### config.mk
export PLATFORM = sky130hd
export DESIGN_NAME = imem_boot_loader_flat
export DESIGN_NICKNAME = d
export VERILOG_FILES = /design/src/rtl/boot_pkg.sv /design/src/rtl/imem_boot_loader_if.sv /design/src/rtl/byte_word_packer.sv /design/src/rtl/imem_boot_loader.sv /design/src/flat_wrapper.sv
export SDC_FILE = /design/constraint.sdc
export NUM_CORES = 1
export LEC_CHECK = 0
export CAP_MARGIN = 15
export CORE_MARGIN = 5
export CORE_UTILIZATION = 57
export DETAILED_ROUTE_END_ITERATION = 8
export DONT_BUFFER_PORTS = 1
export PLACE_DENSITY = 0.75
export SYNTH_ARGS = -nofsm -noshare
export SYNTH_HDL_FRONTEND = slang
export SYNTH_HIERARCHICAL = 1
export SYNTH_SLANG_ARGS = --single-unit
### constraint.sdc
create_clock -name clk -period 2.13 [get_ports clk]
set_clock_uncertainty 0.05 [all_clocks]
set_input_delay 0.3195 -clock clk [delete_from_list [all_inputs] [get_ports clk]]
set_output_delay 0.3195 -clock clk [all_outputs]
set_load 0.05 [all_outputs]
### src/rtl/boot_pkg.sv
// rtl/boot_pkg.sv - shared types and widths for the instruction-memory boot loader
//
// Purpose: loader FSM state encoding and the byte/word widths used by the
// loader, its byte packer and its bus interface.
package boot_pkg;

    localparam int WORD_W = 32;
    localparam int BYTE_W = 8;

    typedef enum logic [2:0] {
        IDLE,
        LEN,
        LOAD,
        CSUM,
        DONE,
        ERR
    } state_t;

endpackage

### src/rtl/imem_boot_loader_if.sv
// rtl/imem_boot_loader_if.sv - byte stream, imem write port and status bundle of the boot loader
//
// Purpose: groups every non-clock signal of the loader.
// Ports (signals):
//   start              arm/restart pulse
//   s_data/s_valid     image byte stream in, s_ready back-pressure out
//   imem_we/addr/wdata instruction memory write port
//   cpu_run/done/err   core release and load status
// Modports: master = image source / system side, slave = loader.
interface imem_boot_loader_if
    import boot_pkg::*;
#(
    parameter int ADDR_W = 32
) ();

    logic              start;
    logic [BYTE_W-1:0] s_data;
    logic              s_valid;
    logic              s_ready;
    logic              imem_we;
    logic [ADDR_W-1:0] imem_addr;
    logic [WORD_W-1:0] imem_wdata;
    logic              cpu_run;
    logic              done;
    logic              err;

    modport master (
        output start, s_data, s_valid,
        input  s_ready, imem_we, imem_addr, imem_wdata, cpu_run, done, err
    );

    modport slave (
        input  start, s_data, s_valid,
        output s_ready, imem_we, imem_addr, imem_wdata, cpu_run, done, err
    );

endinterface

### src/rtl/byte_word_packer.sv
// rtl/byte_word_packer.sv - 8-to-32 bit little-endian word assembler
//
// Purpose: collects accepted bytes into a word, byte0 landing in bits [7:0].
// Ports:
//   clk, rst_n      clock, asynchronous active-low reset
//   clear_i         drop any partial word (loader restart)
//   byte_valid_i    a byte is transferred this cycle
//   byte_i          the transferred byte
//   word_valid_o    this transfer is the 4th byte of a word
//   word_o          assembled word, valid with word_valid_o
module byte_word_packer
    import boot_pkg::*;
(
    input  logic              clk,
    input  logic              rst_n,
    input  logic              clear_i,
    input  logic              byte_valid_i,
    input  logic [BYTE_W-1:0] byte_i,
    output logic              word_valid_o,
    output logic [WORD_W-1:0] word_o
);

    logic [1:0]          cnt_q;
    logic [3*BYTE_W-1:0] acc_q;

    always_ff @(posedge clk or negedge rst_n) begin
        if (!rst_n) begin
            cnt_q <= 2'd0;
            acc_q <= '0;
        end else if (clear_i) begin
            cnt_q <= 2'd0;
        end else if (byte_valid_i) begin
            // 2-bit counter wraps 3->0 on its own after the 4th byte
            cnt_q <= cnt_q + 2'd1;
            case (cnt_q)
                2'd0:    acc_q[7:0]   <= byte_i;
                2'd1:    acc_q[15:8]  <= byte_i;
                2'd2:    acc_q[23:16] <= byte_i;
                default: ;
            endcase
        end
    end

    // The word is presented combinationally on its 4th byte so the loader can
    // act on the handshake edge itself rather than one cycle later.
    assign word_valid_o = byte_valid_i && (cnt_q == 2'd3);
    assign word_o       = {byte_i, acc_q};

endmodule

### src/rtl/imem_boot_loader.sv
// rtl/imem_boot_loader.sv - streams a program image into instruction memory, then releases the core
//
// Purpose: parses frame {N (LE32), N payload words (LE32), [checksum (LE32)]},
// writes each payload word to BASE_ADDR + 4*idx and raises cpu_run once the
// image is in place.
// Ports:
//   clk, rst_n  clock, asynchronous active-low reset
//   boot_if     imem_boot_loader_if.slave: start, s_data/s_valid/s_ready,
//               imem_we/imem_addr/imem_wdata, cpu_run, done, err
// Build option: BOOT_CHECKSUM_EN adds the XOR checksum trailer check.
module imem_boot_loader
    import boot_pkg::*;
#(
    parameter int                IMEM_WORDS = 64,
    parameter int                ADDR_W     = 32,
    parameter logic [ADDR_W-1:0] BASE_ADDR  = '0
) (
    input logic               clk,
    input logic               rst_n,
    imem_boot_loader_if.slave boot_if
);

    localparam int IDX_W = $clog2(IMEM_WORDS + 1);

`ifdef BOOT_CHECKSUM_EN
    localparam state_t AFTER_LOAD = CSUM;
`else
    localparam state_t AFTER_LOAD = DONE;
`endif

    state_t            state_q, state_d;
    logic [IDX_W-1:0]  idx_q, idx_d;
    logic [IDX_W-1:0]  len_q, len_d;
    logic              we_q, we_d;
    logic [ADDR_W-1:0] addr_q, addr_d;
    logic [WORD_W-1:0] wdata_q, wdata_d;
    logic              run_q, run_d;
    logic              done_q, done_d;
    logic              err_q, err_d;
`ifdef BOOT_CHECKSUM_EN
    logic [WORD_W-1:0] csum_q, csum_d;
`endif

    logic              ready_state;
    logic              accept;
    logic              word_valid;
    logic [WORD_W-1:0] word;

    assign ready_state = (state_q == LEN) || (state_q == LOAD) || (state_q == CSUM);
    // A start pulse owns its cycle: no byte may slip in ahead of the new frame.
    assign boot_if.s_ready = ready_state && !boot_if.start;
    assign accept          = boot_if.s_ready && boot_if.s_valid;

    byte_word_packer u_packer (
        .clk          (clk),
        .rst_n        (rst_n),
        .clear_i      (boot_if.start),
        .byte_valid_i (accept),
        .byte_i       (boot_if.s_data),
        .word_valid_o (word_valid),
        .word_o       (word)
    );

    always_ff @(posedge clk or negedge rst_n) begin
        if (!rst_n) begin
            state_q <= IDLE;
            idx_q   <= '0;
            len_q   <= '0;
            we_q    <= 1'b0;
            addr_q  <= BASE_ADDR;
            wdata_q <= '0;
            run_q   <= 1'b0;
            done_q  <= 1'b0;
            err_q   <= 1'b0;
`ifdef BOOT_CHECKSUM_EN
            csum_q  <= '0;
`endif
        end else begin
            state_q <= state_d;
            idx_q   <= idx_d;
            len_q   <= len_d;
            we_q    <= we_d;
            addr_q  <= addr_d;
            wdata_q <= wdata_d;
            run_q   <= run_d;
            done_q  <= done_d;
            err_q   <= err_d;
`ifdef BOOT_CHECKSUM_EN
            csum_q  <= csum_d;
`endif
        end
    end

    always_comb begin
        state_d = state_q;
        idx_d   = idx_q;
        len_d   = len_q;
        we_d    = 1'b0;
        addr_d  = addr_q;
        wdata_d = wdata_q;
        run_d   = run_q;
        done_d  = done_q;
        err_d   = err_q;
`ifdef BOOT_CHECKSUM_EN
        csum_d  = csum_q;
`endif
        if (boot_if.start) begin
            state_d = LEN;
            idx_d   = '0;
            len_d   = '0;
            run_d   = 1'b0;
            done_d  = 1'b0;
            err_d   = 1'b0;
`ifdef BOOT_CHECKSUM_EN
            csum_d  = '0;
`endif
        end else begin
            case (state_q)
                LEN: begin
                    if (word_valid) begin
                        if (word > WORD_W'(IMEM_WORDS)) begin
                            state_d = ERR;
                        end else begin
                            len_d   = word[IDX_W-1:0];
                            state_d = (word == '0) ? AFTER_LOAD : LOAD;
                        end
                    end
                end
                LOAD: begin
                    if (word_valid) begin
                        // Write is registered: the strobe appears the cycle after
                        // the 4th byte, together with the state change below.
                        we_d    = 1'b1;
                        wdata_d = word;
                        addr_d  = BASE_ADDR + (ADDR_W'(idx_q) << 2);
                        idx_d   = idx_q + IDX_W'(1);
`ifdef BOOT_CHECKSUM_EN
                        csum_d  = csum_q ^ word;
`endif
                        if (idx_q + IDX_W'(1) == len_q) begin
                            state_d = AFTER_LOAD;
                        end
                    end
                end
`ifdef BOOT_CHECKSUM_EN
                CSUM: begin
                    if (word_valid) begin
                        state_d = (word == csum_q) ? DONE : ERR;
                    end
                end
`endif
                DONE: begin
                    done_d = 1'b1;
                    run_d  = 1'b1;
                end
                ERR: begin
                    err_d = 1'b1;
                end
                default: ;
            endcase
        end
    end

    assign boot_if.imem_we    = we_q;
    assign boot_if.imem_addr  = addr_q;
    assign boot_if.imem_wdata = wdata_q;
    assign boot_if.cpu_run    = run_q;
    assign boot_if.done       = done_q;
    assign boot_if.err        = err_q;

endmodule
### src/flat_wrapper.sv
// flat-port wrapper written by rule: the top's interface ports become plain ports
module imem_boot_loader_flat import boot_pkg::*;
#(
    parameter int                IMEM_WORDS = 64,
    parameter int                ADDR_W     = 32,
    parameter logic [ADDR_W-1:0] BASE_ADDR  = '0
)
  (clk, rst_n, boot_if_start, boot_if_s_data, boot_if_s_valid, boot_if_s_ready, boot_if_imem_we, boot_if_imem_addr, boot_if_imem_wdata, boot_if_cpu_run, boot_if_done, boot_if_err);
  imem_boot_loader_if #(.ADDR_W(ADDR_W)) boot_if_i ();
  input logic clk;
  input logic rst_n;
  input wire logic [$bits(boot_if_i.start)-1:0] boot_if_start;
  input wire logic [$bits(boot_if_i.s_data)-1:0] boot_if_s_data;
  input wire logic [$bits(boot_if_i.s_valid)-1:0] boot_if_s_valid;
  output wire logic [$bits(boot_if_i.s_ready)-1:0] boot_if_s_ready;
  output wire logic [$bits(boot_if_i.imem_we)-1:0] boot_if_imem_we;
  output wire logic [$bits(boot_if_i.imem_addr)-1:0] boot_if_imem_addr;
  output wire logic [$bits(boot_if_i.imem_wdata)-1:0] boot_if_imem_wdata;
  output wire logic [$bits(boot_if_i.cpu_run)-1:0] boot_if_cpu_run;
  output wire logic [$bits(boot_if_i.done)-1:0] boot_if_done;
  output wire logic [$bits(boot_if_i.err)-1:0] boot_if_err;
  assign boot_if_i.start = boot_if_start;
  assign boot_if_i.s_data = boot_if_s_data;
  assign boot_if_i.s_valid = boot_if_s_valid;
  assign boot_if_s_ready = boot_if_i.s_ready;
  assign boot_if_imem_we = boot_if_i.imem_we;
  assign boot_if_imem_addr = boot_if_i.imem_addr;
  assign boot_if_imem_wdata = boot_if_i.imem_wdata;
  assign boot_if_cpu_run = boot_if_i.cpu_run;
  assign boot_if_done = boot_if_i.done;
  assign boot_if_err = boot_if_i.err;
  imem_boot_loader #(.IMEM_WORDS(IMEM_WORDS), .ADDR_W(ADDR_W), .BASE_ADDR(BASE_ADDR)) u_core (.clk(clk), .rst_n(rst_n), .boot_if(boot_if_i));
endmodule
==> run_results.csv <==
group,metric,value,unit
layout,postLayoutCellArea,4280,um2
outcome,violations,"negative hold slack",
clock_network,cts_buffers,9,
power,p_leak,2.17,nW
timing,fin_crit_sh,0.986,
floorplanning,core,6760,um2
synth,syn_area_per_cell,12.9,um2
clock_network,htree_levels,3,
layout,finish.utilization,0.633,
layout,layoutNonFillerInstCount,404,
layout,diodes,0,
global_routing,grtUsageMet1,0.243,
clock_network,clockRootBuffer,"clkbuf_8",
timing,rsz0062_at_grt,"yes",
timing,setup_violations,0,
layout,final_common_cell,"dfrtp_1",
global_routing,antenna_found_initial,0,
global_routing,met3_usage,0.0619,
power,powerDensity,748,nW/um2
synth,ys_types,41,
synth,ys_ff_latch,85,
global_routing,grt_busiest_layer,"met2",
floorplanning,rows,30,
clock_network,clk_pin_slew_worst_paths,0.10,ns
layout,fillers,512,
worst_setup_path,reg2reg_depth,9,
timing,slew_headroom,0.376,
worst_setup_path,rr_endpoint,"u_core/state_q[1]",
synth,synth-edff-count,0,
route,vias_per_cell,5.51,
timing,setup_slack,0.0299,ns
worst_setup_path,worst_setup_path_start_kind,"flip-flop",
worst_setup_path,startpoint,"u_core/state_q[1]",
clock_network,clk_latency,0.36,ns
floorplanning,pin_count,81,
route,drt_iter0_markers,80,
layout,area_growth,8.37,%
route,wl,7.54,mm
route,ant_nets,0,
route,remaining_drc_errors,0,
worst_setup_path,r2r_start,"u_core/state_q[1]",
worst_setup_path,cp-end-kind,"flip-flop",
timing,final.setup.tns,0,ns
global_routing,track_usage,0.189,
clock_network,cts.sinks,85,
synth,synthArstFlopShare,1.00,
layout,drive_gt1_frac,0.377,
layout,nets,336,
synth,ys.flop_type,"dfrtp_1",
run,cap_viol_max_count,0,
floorplanning,initial_core_util,0.584,
floorplanning,dieArea,8690,um2
worst_setup_path,required,2.33,ns
floorplanning,die_w,93.2,um
clock_network,clockBufferDepth,2,
global_routing,met2_usage,0.302,
placed_design,dp_hpwl,5.26,mm
global_routing,grt_pass1_wl,12.6,mm
placed_design,placed_cell_area,4020,um2
timing,worst_pin_slew,0.936,ns
timing,hold_viol_final,85,
route,wl_per_cell,18.7,um
placed_design,place_worst_setup_slack,-0.0390,ns
synth,synthCells,305,
placed_design,dpl.cell_count,384,
power,peakVddDrop,498,uV
synth,syn-cell-area,3950,um2
timing,timing.fmax,476,MHz
floorplanning,die-height,93.2,um
route,via_count,2225,
global_routing,grt_start_max_net_pins,86,
timing,slew_violations,0,
route,first_pass_iters,4,
synth,ys_seq_area_frac,0.539,
worst_hold_path,hold_class,"input port to async pin",
global_routing,grt_pass1_vias,2421,
worst_setup_path,cp.arrival,2.30,ns
worst_setup_path,rrSetupSlack,0.03,ns
outcome,status,"complete, but fails checks",
placed_design,portBuffers,0,
synth,ys_warn_count,6,
timing,fin_hold_ws,-0.404,ns
worst_setup_path,critical_path_class,"flip-flop to flip-flop",
worst_setup_path,endpoint,"u_core/state_q[1]",
worst_setup_path,crit_fanout,3,
placed_design,routabilityCongestion,0.869,
clock_network,ctsHoldBuffers,1,
global_routing,overflow,0,
layout,mostFrequentLayoutCells,"dfrtp_1 (84), mux2_2 (62), conb_1 (25)",
clock_network,cts_tree,"done",
timing,min_period,2.10,ns
==> registers in the layout (all words and copies together), names as in the netlist <==
| name | count |
|---|---|
| u_core/idx_q | 7 |
| u_core/boot_if.err | 1 |
| u_core/state_q | 3 |
| u_core/boot_if.imem_we | 1 |
| u_core/boot_if.imem_addr | 7 |
| u_core/boot_if.imem_wdata | 32 |
| u_core/u_packer/cnt_q | 2 |
| u_core/len_q | 7 |
| u_core/u_packer/acc_q | 24 |
| u_core/boot_if.done | 1 |
==> power by group <==
part	switching (mW)	leakage (nW)	internal, mW
Clock	0.663	0.103	0.466
Sequential	0.100	1.16	1.70
Combinational	0.162	0.908	0.106
==> cells in the mapped netlist (2+ instances only) <==
cell type / count / area, um2
dfrtp_1: 85 / 2130
mux2_2: 62 / 698
buf_4: 34 / 255
nor2_1: 18 / 67.6
mux2i_1: 9 / 90.1
nand2_1: 7 / 26.3
a21oi_1: 6 / 30.0
nand3_1: 6 / 30.0
nor4_1: 6 / 37.5
xnor2_1: 6 / 52.6
ha_1: 5 / 62.6
inv_1: 5 / 18.8
nor3_1: 5 / 25.0
o21ai_0: 5 / 25.0
xor2_1: 5 / 43.8
a31oi_1: 4 / 25.0
or3_1: 4 / 25.0
a211oi_1: 3 / 22.5
clkbuf_1: 3 / 11.3
nand3b_4: 3 / 60.1
buf_2: 2 / 10.0
mux2_4: 2 / 30.0
nor2b_1: 2 / 12.5
==> layer usage <==
metal	wire length (um)	vias up
li1	-	1044
met1	3180	1119
met2	3760	53
met3	499	9
met4	103	0
met5	0	-
==> worst min-delay path by stage <==
| stage | depth (start not counted) | endpoint | slack [ns] |
|---|---|---|---|
| 6_report | 0 | u_core/boot_if.imem_wdata[2] | -0.40 |
| 3_5_place_dp | 0 | u_core/boot_if.imem_addr[5] | -0.02 |
| 3_3_place_gp | 0 | u_core/boot_if.imem_addr[5] | -0.02 |
| 5_1_grt | 0 | u_core/boot_if.imem_wdata[29] | -0.44 |
| 4_1_cts | 0 | u_core/boot_if.imem_wdata[29] | -0.43 |
| 2_1_floorplan | 0 | u_core/boot_if.done | -0.03 |
==> critical path, stage by stage (launching register included) <==
cell      delay [ns]
dfrtp_1         0.37
inv_2           0.06
a211oi_4        0.25
and2_4          0.18
and2_4          0.13
nor2b_4         0.16
a21oi_2         0.07
a211oi_2        0.23
nor2b_4         0.19
mux2_4          0.30
==> cell type report <==
| type | instances | area (um2) | area share |
|---|---|---|---|
| tap | 80 | 100 | 0.0234 |
| clock inverter | 7 | 76.3 | 0.0179 |
| sequential | 85 | 2130 | 0.498 |
| multi-input combinational | 197 | 1670 | 0.391 |
| inverter | 6 | 22.5 | 0.00527 |
| clock buffer | 9 | 124 | 0.0290 |
| timing repair buffer | 20 | 153 | 0.0357 |
==> stage by stage <==
stage	power, mW	hold WS, ns
finish	3.20	-0.404
global route	3.33	-0.437
CTS	3.23	-0.428
detailed placement	2.09	-0.0229
global placement	2.08	-0.0226
floorplan	2.08	-0.0261
==> repair_timing <==
item	4_1_cts	5_1_grt
resized for setup	2	4
setup endpoints to repair	1	16
pin swaps	0	3
endpoints found under the hold margin	103	85
buffers inserted	0	3
==> cell families (layout without fill, tap and decap cells) <==
logic type	count (synthesis)	count (layout)	share of synthesized area
flip-flops	85	85	0.539
multiplexers	73	73	0.207
AND/OR/NAND/NOR	59	59	0.0898
buffers and inverters	47	42	0.0796
AO/OA/AOI/OAI	23	23	0.0368
XOR/XNOR	12	12	0.0304
adder cells (fa/ha/maj)	5	5	0.0159
other	1	25	0.000951
Power figures use the tool's default switching activity.
